### src/rtl/analog_axis_ramp_if.sv
// analog_axis_ramp_if: control inputs and registered axis outputs of the ramp block
interface analog_axis_ramp_if #(
  parameter int CHANNELS  = 2,
  parameter int WIDTH     = 8,
  parameter int DIV_WIDTH = 16
);
  logic                      ce;
  logic [DIV_WIDTH-1:0]      tick_div;
  logic [WIDTH-1:0]          step;
  logic [2*CHANNELS-1:0]     mode;
  logic [CHANNELS-1:0]       inc;
  logic [CHANNELS-1:0]       dec;
  logic [WIDTH*CHANNELS-1:0] value;
  logic [CHANNELS-1:0]       at_max;
  logic [CHANNELS-1:0]       at_min;
  modport master (output ce, tick_div, step, mode, inc, dec, input value, at_max, at_min);
  modport slave  (input ce, tick_div, step, mode, inc, dec, output value, at_max, at_min);
endinterface

### src/rtl/analog_axis_ramp.sv
// analog_axis_ramp: per-channel digital-to-analog axis ramp (hold/spring/digital) on a shared prescaled tick
module analog_axis_ramp #(
  parameter int CHANNELS  = 2,
  parameter int WIDTH     = 8,
  parameter int DIV_WIDTH = 16,
  parameter int MAX_VAL   = 254,
  parameter int CENTER    = 128,
  parameter int RESET_VAL = 0
) (
  input logic               clk_sys,
  input logic               RESET_L,
  analog_axis_ramp_if.slave bus
);
  localparam logic [WIDTH-1:0] MAX_V = WIDTH'(MAX_VAL);
  localparam logic [WIDTH-1:0] CTR_V = WIDTH'(CENTER);
  localparam logic [WIDTH-1:0] RST_V = WIDTH'(RESET_VAL);
  localparam logic [WIDTH:0]   MAX_W = (WIDTH+1)'(MAX_VAL);
  localparam logic [WIDTH:0]   CTR_W = (WIDTH+1)'(CENTER);
  logic [1:0]           sync_q;
  logic                 run;
  logic [DIV_WIDTH-1:0] cnt_q;
  logic                 tick;
  logic [WIDTH-1:0]     val_q [CHANNELS];
  logic                 mx_q  [CHANNELS];
  logic                 mn_q  [CHANNELS];
  // deassertion is synchronised so the prescaler never sees a partial first edge
  always_ff @(posedge clk_sys or negedge RESET_L)
    if (!RESET_L) sync_q <= '0;
    else sync_q <= {sync_q[0], 1'b1};
  assign run  = sync_q[1];
  assign tick = run & bus.ce & (cnt_q >= bus.tick_div);
  // >= rather than == so a lowered tick_div ticks at once instead of wrapping
  always_ff @(posedge clk_sys or negedge RESET_L)
    if (!RESET_L) cnt_q <= '0;
    else if (run && bus.ce) cnt_q <= tick ? '0 : cnt_q + DIV_WIDTH'(1);
  for (genvar g = 0; g < CHANNELS; g++) begin : g_ch
    logic [1:0]       md;
    logic             up, dn;
    logic [WIDTH:0]   sum, dif;
    logic [WIDTH-1:0] hu, hd, sp, nxt;
    assign md = bus.mode[2*g +: 2];
    assign up = bus.inc[g] & ~bus.dec[g];
    assign dn = bus.dec[g] & ~bus.inc[g];
    always_comb begin
      sum = {1'b0, val_q[g]} + {1'b0, bus.step};
      dif = {1'b0, val_q[g]} - {1'b0, bus.step};
      hu  = (sum > MAX_W) ? MAX_V : sum[WIDTH-1:0];
      hd  = dif[WIDTH] ? '0 : dif[WIDTH-1:0];
      sp  = (val_q[g] > CTR_V) ? ((dif[WIDTH] || dif < CTR_W) ? CTR_V : dif[WIDTH-1:0]) :
            (val_q[g] < CTR_V) ? ((sum > CTR_W) ? CTR_V : sum[WIDTH-1:0]) : val_q[g];
      nxt = (md == 2'd2) ? (up ? MAX_V : dn ? '0 : CTR_V) :
            up ? hu : dn ? hd : (md == 2'd1) ? sp : val_q[g];
    end
    always_ff @(posedge clk_sys or negedge RESET_L)
      if (!RESET_L) begin
        val_q[g] <= RST_V;
        mx_q[g]  <= (RST_V == MAX_V);
        mn_q[g]  <= (RST_V == '0);
      end else if (tick) begin
        val_q[g] <= nxt;
        mx_q[g]  <= (nxt == MAX_V);
        mn_q[g]  <= (nxt == '0);
      end
    assign bus.value[WIDTH*g +: WIDTH] = val_q[g];
    assign bus.at_max[g] = mx_q[g];
    assign bus.at_min[g] = mn_q[g];
  end
endmodule
### src/flat_wrapper.sv
// flat-port wrapper written by rule: the top's interface ports become plain ports
module analog_axis_ramp_flat 
#(
  parameter int CHANNELS  = 2,
  parameter int WIDTH     = 8,
  parameter int DIV_WIDTH = 16,
  parameter int MAX_VAL   = 254,
  parameter int CENTER    = 128,
  parameter int RESET_VAL = 0
)
  (clk_sys, RESET_L, bus_ce, bus_tick_div, bus_step, bus_mode, bus_inc, bus_dec, bus_value, bus_at_max, bus_at_min);
  analog_axis_ramp_if #(.CHANNELS(CHANNELS), .WIDTH(WIDTH), .DIV_WIDTH(DIV_WIDTH)) bus_i ();
  input logic clk_sys;
  input logic RESET_L;
  input wire logic [$bits(bus_i.ce)-1:0] bus_ce;
  input wire logic [$bits(bus_i.tick_div)-1:0] bus_tick_div;
  input wire logic [$bits(bus_i.step)-1:0] bus_step;
  input wire logic [$bits(bus_i.mode)-1:0] bus_mode;
  input wire logic [$bits(bus_i.inc)-1:0] bus_inc;
  input wire logic [$bits(bus_i.dec)-1:0] bus_dec;
  output wire logic [$bits(bus_i.value)-1:0] bus_value;
  output wire logic [$bits(bus_i.at_max)-1:0] bus_at_max;
  output wire logic [$bits(bus_i.at_min)-1:0] bus_at_min;
  assign bus_i.ce = bus_ce;
  assign bus_i.tick_div = bus_tick_div;
  assign bus_i.step = bus_step;
  assign bus_i.mode = bus_mode;
  assign bus_i.inc = bus_inc;
  assign bus_i.dec = bus_dec;
  assign bus_value = bus_i.value;
  assign bus_at_max = bus_i.at_max;
  assign bus_at_min = bus_i.at_min;
  analog_axis_ramp #(.CHANNELS(CHANNELS), .WIDTH(WIDTH), .DIV_WIDTH(DIV_WIDTH), .MAX_VAL(MAX_VAL), .CENTER(CENTER), .RESET_VAL(RESET_VAL)) u_core (.clk_sys(clk_sys), .RESET_L(RESET_L), .bus(bus_i));
endmodule
### config.mk
export PLATFORM = sky130hd
export DESIGN_NAME = analog_axis_ramp_flat
export DESIGN_NICKNAME = d
export VERILOG_FILES = /design/src/rtl/analog_axis_ramp_if.sv /design/src/rtl/analog_axis_ramp.sv /design/src/flat_wrapper.sv
export SDC_FILE = /design/constraint.sdc
export NUM_CORES = 1
export LEC_CHECK = 0
export BUFFER_PORTS_ARGS = -buffer_cell sky130_fd_sc_hd__clkbuf_2
export CAP_MARGIN = 15
export CORE_MARGIN = 2
export CORE_UTILIZATION = 25
export CTS_CLUSTER_SIZE = 25
export DETAILED_ROUTE_END_ITERATION = 10
export PLACE_DENSITY_LB_ADDON = 0.25
export SLEW_MARGIN = 20
export SYNTH_ARGS = -nofsm -noshare
export SYNTH_HDL_FRONTEND = slang
export SYNTH_SLANG_ARGS = --single-unit
### constraint.sdc
create_clock -name clk_sys -period 7.4 [get_ports clk_sys]
set_input_delay 0 -clock clk_sys [delete_from_list [all_inputs] [get_ports clk_sys]]
set_output_delay 0 -clock clk_sys [all_outputs]
set_load 0.02 [all_outputs]
==> summary.md <==
| Metric | Value |
|---|---|
| Synthesis-to-layout area growth | `14.0%` |
| Total power | `0.698 mW` |
| Hpwl dp | `12400 um` |
| Slew margin rel. | `36.4%` |
| Slowest cell on crit path | `o311ai_0` |
| Global-route wire length before repair | `25300 um` |
| Commonest cells after routing, fill and taps aside | `nor2_1 (67), clkbuf_2 (53), ha_1 (49), a21oi_1 (47), inv_1 (45)` |
| Max-cap violations | `0` |
| I/O Buffers | `54` |
| Synth async-reset ratio | `100%` |
| Vias in the first global route | `4747` |
| Top FF cell, synth | `dfrtp_1` |
| CP Cell Sequence | `inv_1 > fa_1 > or2_2 > a211o_1 > o311ai_0 > a31oi_1 > a2111oi_0 > nor2_1 > nor3b_1 > a32o_1` |
| Worst-skew pair later-pin latency | `280 ps` |
| # resized after CTS | `0` |
| Slew @ Worst Pin | `942 ps` |
| Final period utilization | `53.5%` |
| RSZ-0062 raised after global routing | `false` |
| DR pass1 iterations | `5` |
| TritonCTS clock tree | `yes` |
| Post-synthesis cell count | `653` |
| Final ANT Viol Nets | `0` |
| Outcome | `finished, final reports clean` |
| Worst Setup Start Kind | `flop` |
| DRC viols | `0` |
| HP Class | `in2reg` |
| Count of state elements after synthesis | `38` |
| WL final | `15900 um` |
| Final setup violation count | `0` |
| Crit path max fanout | `8` |
| Fmax | `252 MHz` |
| Initial Util | `25.6%` |
| GR Overflow Total | `0` |
| Syn_area_per_cell | `7.66 sq um` |
| Fin. max-slew vios | `0` |
| Layout cells sized above 1 | `13.1%` |
| Post-CTS Setup Bufs | `0` |
| Fin Setup TNS | `0 ps` |
| Post-synth top area share | `18.0%` |
| Die span in x | `145 um` |
| Power Density | `122 nW/um^2` |
| FF/Latch Area | `953 sq um` |
| Vias per cell | `5.37` |
| FILL cells | `2191` |
| CTS clk-pin slew, worst paths | `60 ps` |
| # nets final | `780` |
| Synth Warn # | `0` |
| Boundary Pins | `55` |
| Number of synthesized flops with an enable pin | `0` |
| Global-route usage over all layers | `14.4%` |
| Commonest non-fill, non-tap cell in the layout | `nor2_1` |
| Leak | `2.49 nW` |
| Critical path capture point type | `flop` |
| Antenna Cells | `0` |
| Net Count, Synth | `741` |
| Crit-path max cell delay | `810 ps` |
| Vias | `5146` |
| Skew final | `3.74 ps` |
| Multi-input gate area | `3750 sq um` |
| H-tree depth | `2` |
| Core footprint | `19500 sq um` |
| Die Ht | `145 um` |
| Post-synthesis sequential area ratio | `19.1%` |
| Area leader, netlist | `dfrtp_1` |
| Cell variety after synth | `83` |
| Worst vdd ir | `100 uV` |
| Initial DRC count | `461` |
| CTS Buf Count | `5` |
| GPL Wtd Cong | `0.930` |
| Hold Violations, Final | `0` |
| Synth Cell Area | `5000 sq um` |
| Clock buffer depth | `2` |
| Die footprint | `21200 sq um` |
| Initial antenna violation count | `0` |
| Final worst path period need | `3960 ps` |
| Root Buffer Master | `clkbuf_16` |
| DR WL/cell | `16.5 um` |
| WP data arrival | `4180 ps` |
| WP data required | `7610 ps` |
| Crit path kind | `reg2reg` |
| Top cells by area, synth | `dfrtp_1 (18%), ha_1 (12%), nor2_1 (5.0%), a21oi_1 (4.7%), o21ai_0 (4.5%)` |
| Pin count of the biggest net entering global routing | `39` |
| Row cnt | `51` |
| # clock sinks | `38` |
==> metrics by stage <==
| stage | worst slack [ps] | cell area (sq um) | hold WS, ps | std cells | utilization [%] |
|---|---|---|---|---|---|
| 2_1_floorplan | 3980 | 5000 | -296 | 653 | - |
| 3_3_place_gp | 3340 | 5490 | 211 | 949 | 28.1 |
| 3_5_place_dp | 3360 | 5490 | 196 | 949 | 28.1 |
| 4_1_cts | 3350 | 5700 | 48.6 | 958 | 29.2 |
| 5_1_grt | 3190 | 5700 | 81.9 | 958 | 29.2 |
| 6_report | 3440 | 5700 | 42.9 | 958 | 29.2 |
==> report_power, final <==
| part | internal, mW | total [mW] | switching, mW | leakage (nW) |
|---|---|---|---|---|
| clock | 0.202 | 0.284 | 0.0813 | 0.0971 |
| sequential | 0.219 | 0.235 | 0.0162 | 0.508 |
| combinational | 0.0696 | 0.178 | 0.109 | 1.88 |
| total | 0.491 | 0.698 | 0.206 | 2.49 |
==> cells in the mapped netlist, types with 3 or more instances <==
cell type / count
o21ai_0: 45
nand3_1: 27
nor3_1: 14
o2111ai_1: 5
nand2_1: 42
buf_2: 3
fa_1: 4
ha_1: 49
a31oi_1: 12
a211o_1: 3
a21boi_0: 4
nor2_1: 67
a21o_1: 3
xor2_1: 9
maj3_1: 3
a2111oi_0: 7
a211oi_1: 5
o31ai_1: 9
or3_1: 4
and3_1: 9
a21oi_1: 47
clkbuf_1: 16
dfrtp_1: 36
nor2b_1: 17
nand2b_1: 16
o22ai_1: 6
or2_2: 4
o41ai_1: 4
or4_1: 5
xnor2_1: 17
inv_1: 45
o211ai_1: 19
nand4_1: 5
o21a_1: 5
mux2_2: 3
nor4_1: 7
a221oi_1: 5
nor3b_1: 8
o31a_1: 3
==> state kept, by name, summed over array words and instances, names as in the netlist <==
signal	count
u_core.bus.value	16
u_core.cnt_q	16
u_core.bus.at_max	2
u_core.bus.at_min	2
u_core.sync_q	2
==> routing by layer <==
| metal | wire (um) | global-route usage [%] | part of all wire, % | vias up |
|---|---|---|---|---|
| met4 | 98 | 1.52 | 0.62 | 0 |
| met1 | 7680 | 21.4 | 48 | 2439 |
| met5 | 0 | 0 | 0 | - |
| li1 | - | - | - | 2516 |
| met3 | 909 | 1.44 | 5.7 | 13 |
| met2 | 7170 | 23.4 | 45 | 178 |
==> path summary, 6_finish.rpt <==
kind                                     start                   end  slack [ps]  depth (start not counted)
max                        u_core.bus.value[1]  u_core.bus.at_max[0]        3440                         10
min                                     bus_ce       u_core.cnt_q[1]          40                          3
max reg2reg                u_core.bus.value[1]  u_core.bus.at_max[0]        3440                         10
min reg2reg                   u_core.sync_q[0]      u_core.sync_q[1]         350                          0
max in group asynchronous              RESET_L  u_core.bus.value[12]        6480                          2
min in group asynchronous              RESET_L   u_core.bus.value[4]         370                          2
==> critical path: cells and delay by family, from the launching register on <==
family / cells / cell delay [ps]
buffers and inverters: 1 / 150
DFF: 1 / 540
and+or+nand+nor: 3 / 660
adders and majority gates: 1 / 460
AOI/OAI and AO/OA: 5 / 2070
==> logic make-up (layout without fill, tap and decap cells) <==
group / after synthesis / count (layout) / synth area share [%]
xor gates and xnor gates: 26 / 26 / 4.55
AOI/OAI and AO/OA: 216 / 216 / 29.6
DFF: 38 / 38 / 19.1
and+or+nand+nor: 242 / 242 / 25.3
other: 1 / 1 / 0.0750
muxes: 4 / 4 / 0.876
adders and majority gates: 56 / 56 / 14.5
buffers and inverters: 70 / 110 / 6.00
==> area by class of cell <==
| class | count | area share, % |
|---|---|---|
| clock buffers | 6 | 2.44 |
| clock inverters | 2 | 1.05 |
| inverters | 45 | 2.96 |
| multi-input cells | 545 | 65.8 |
| flip-flops and latches | 38 | 16.7 |
| well taps | 265 | 5.82 |
| repair buffers | 57 | 5.18 |
==> repair_timing <==
action                     CTS  global route
hold endpoints to repair    36             0
setup endpoints to repair    0             0
hold buffers                 1             0
(Power assumes the default switching activity.)
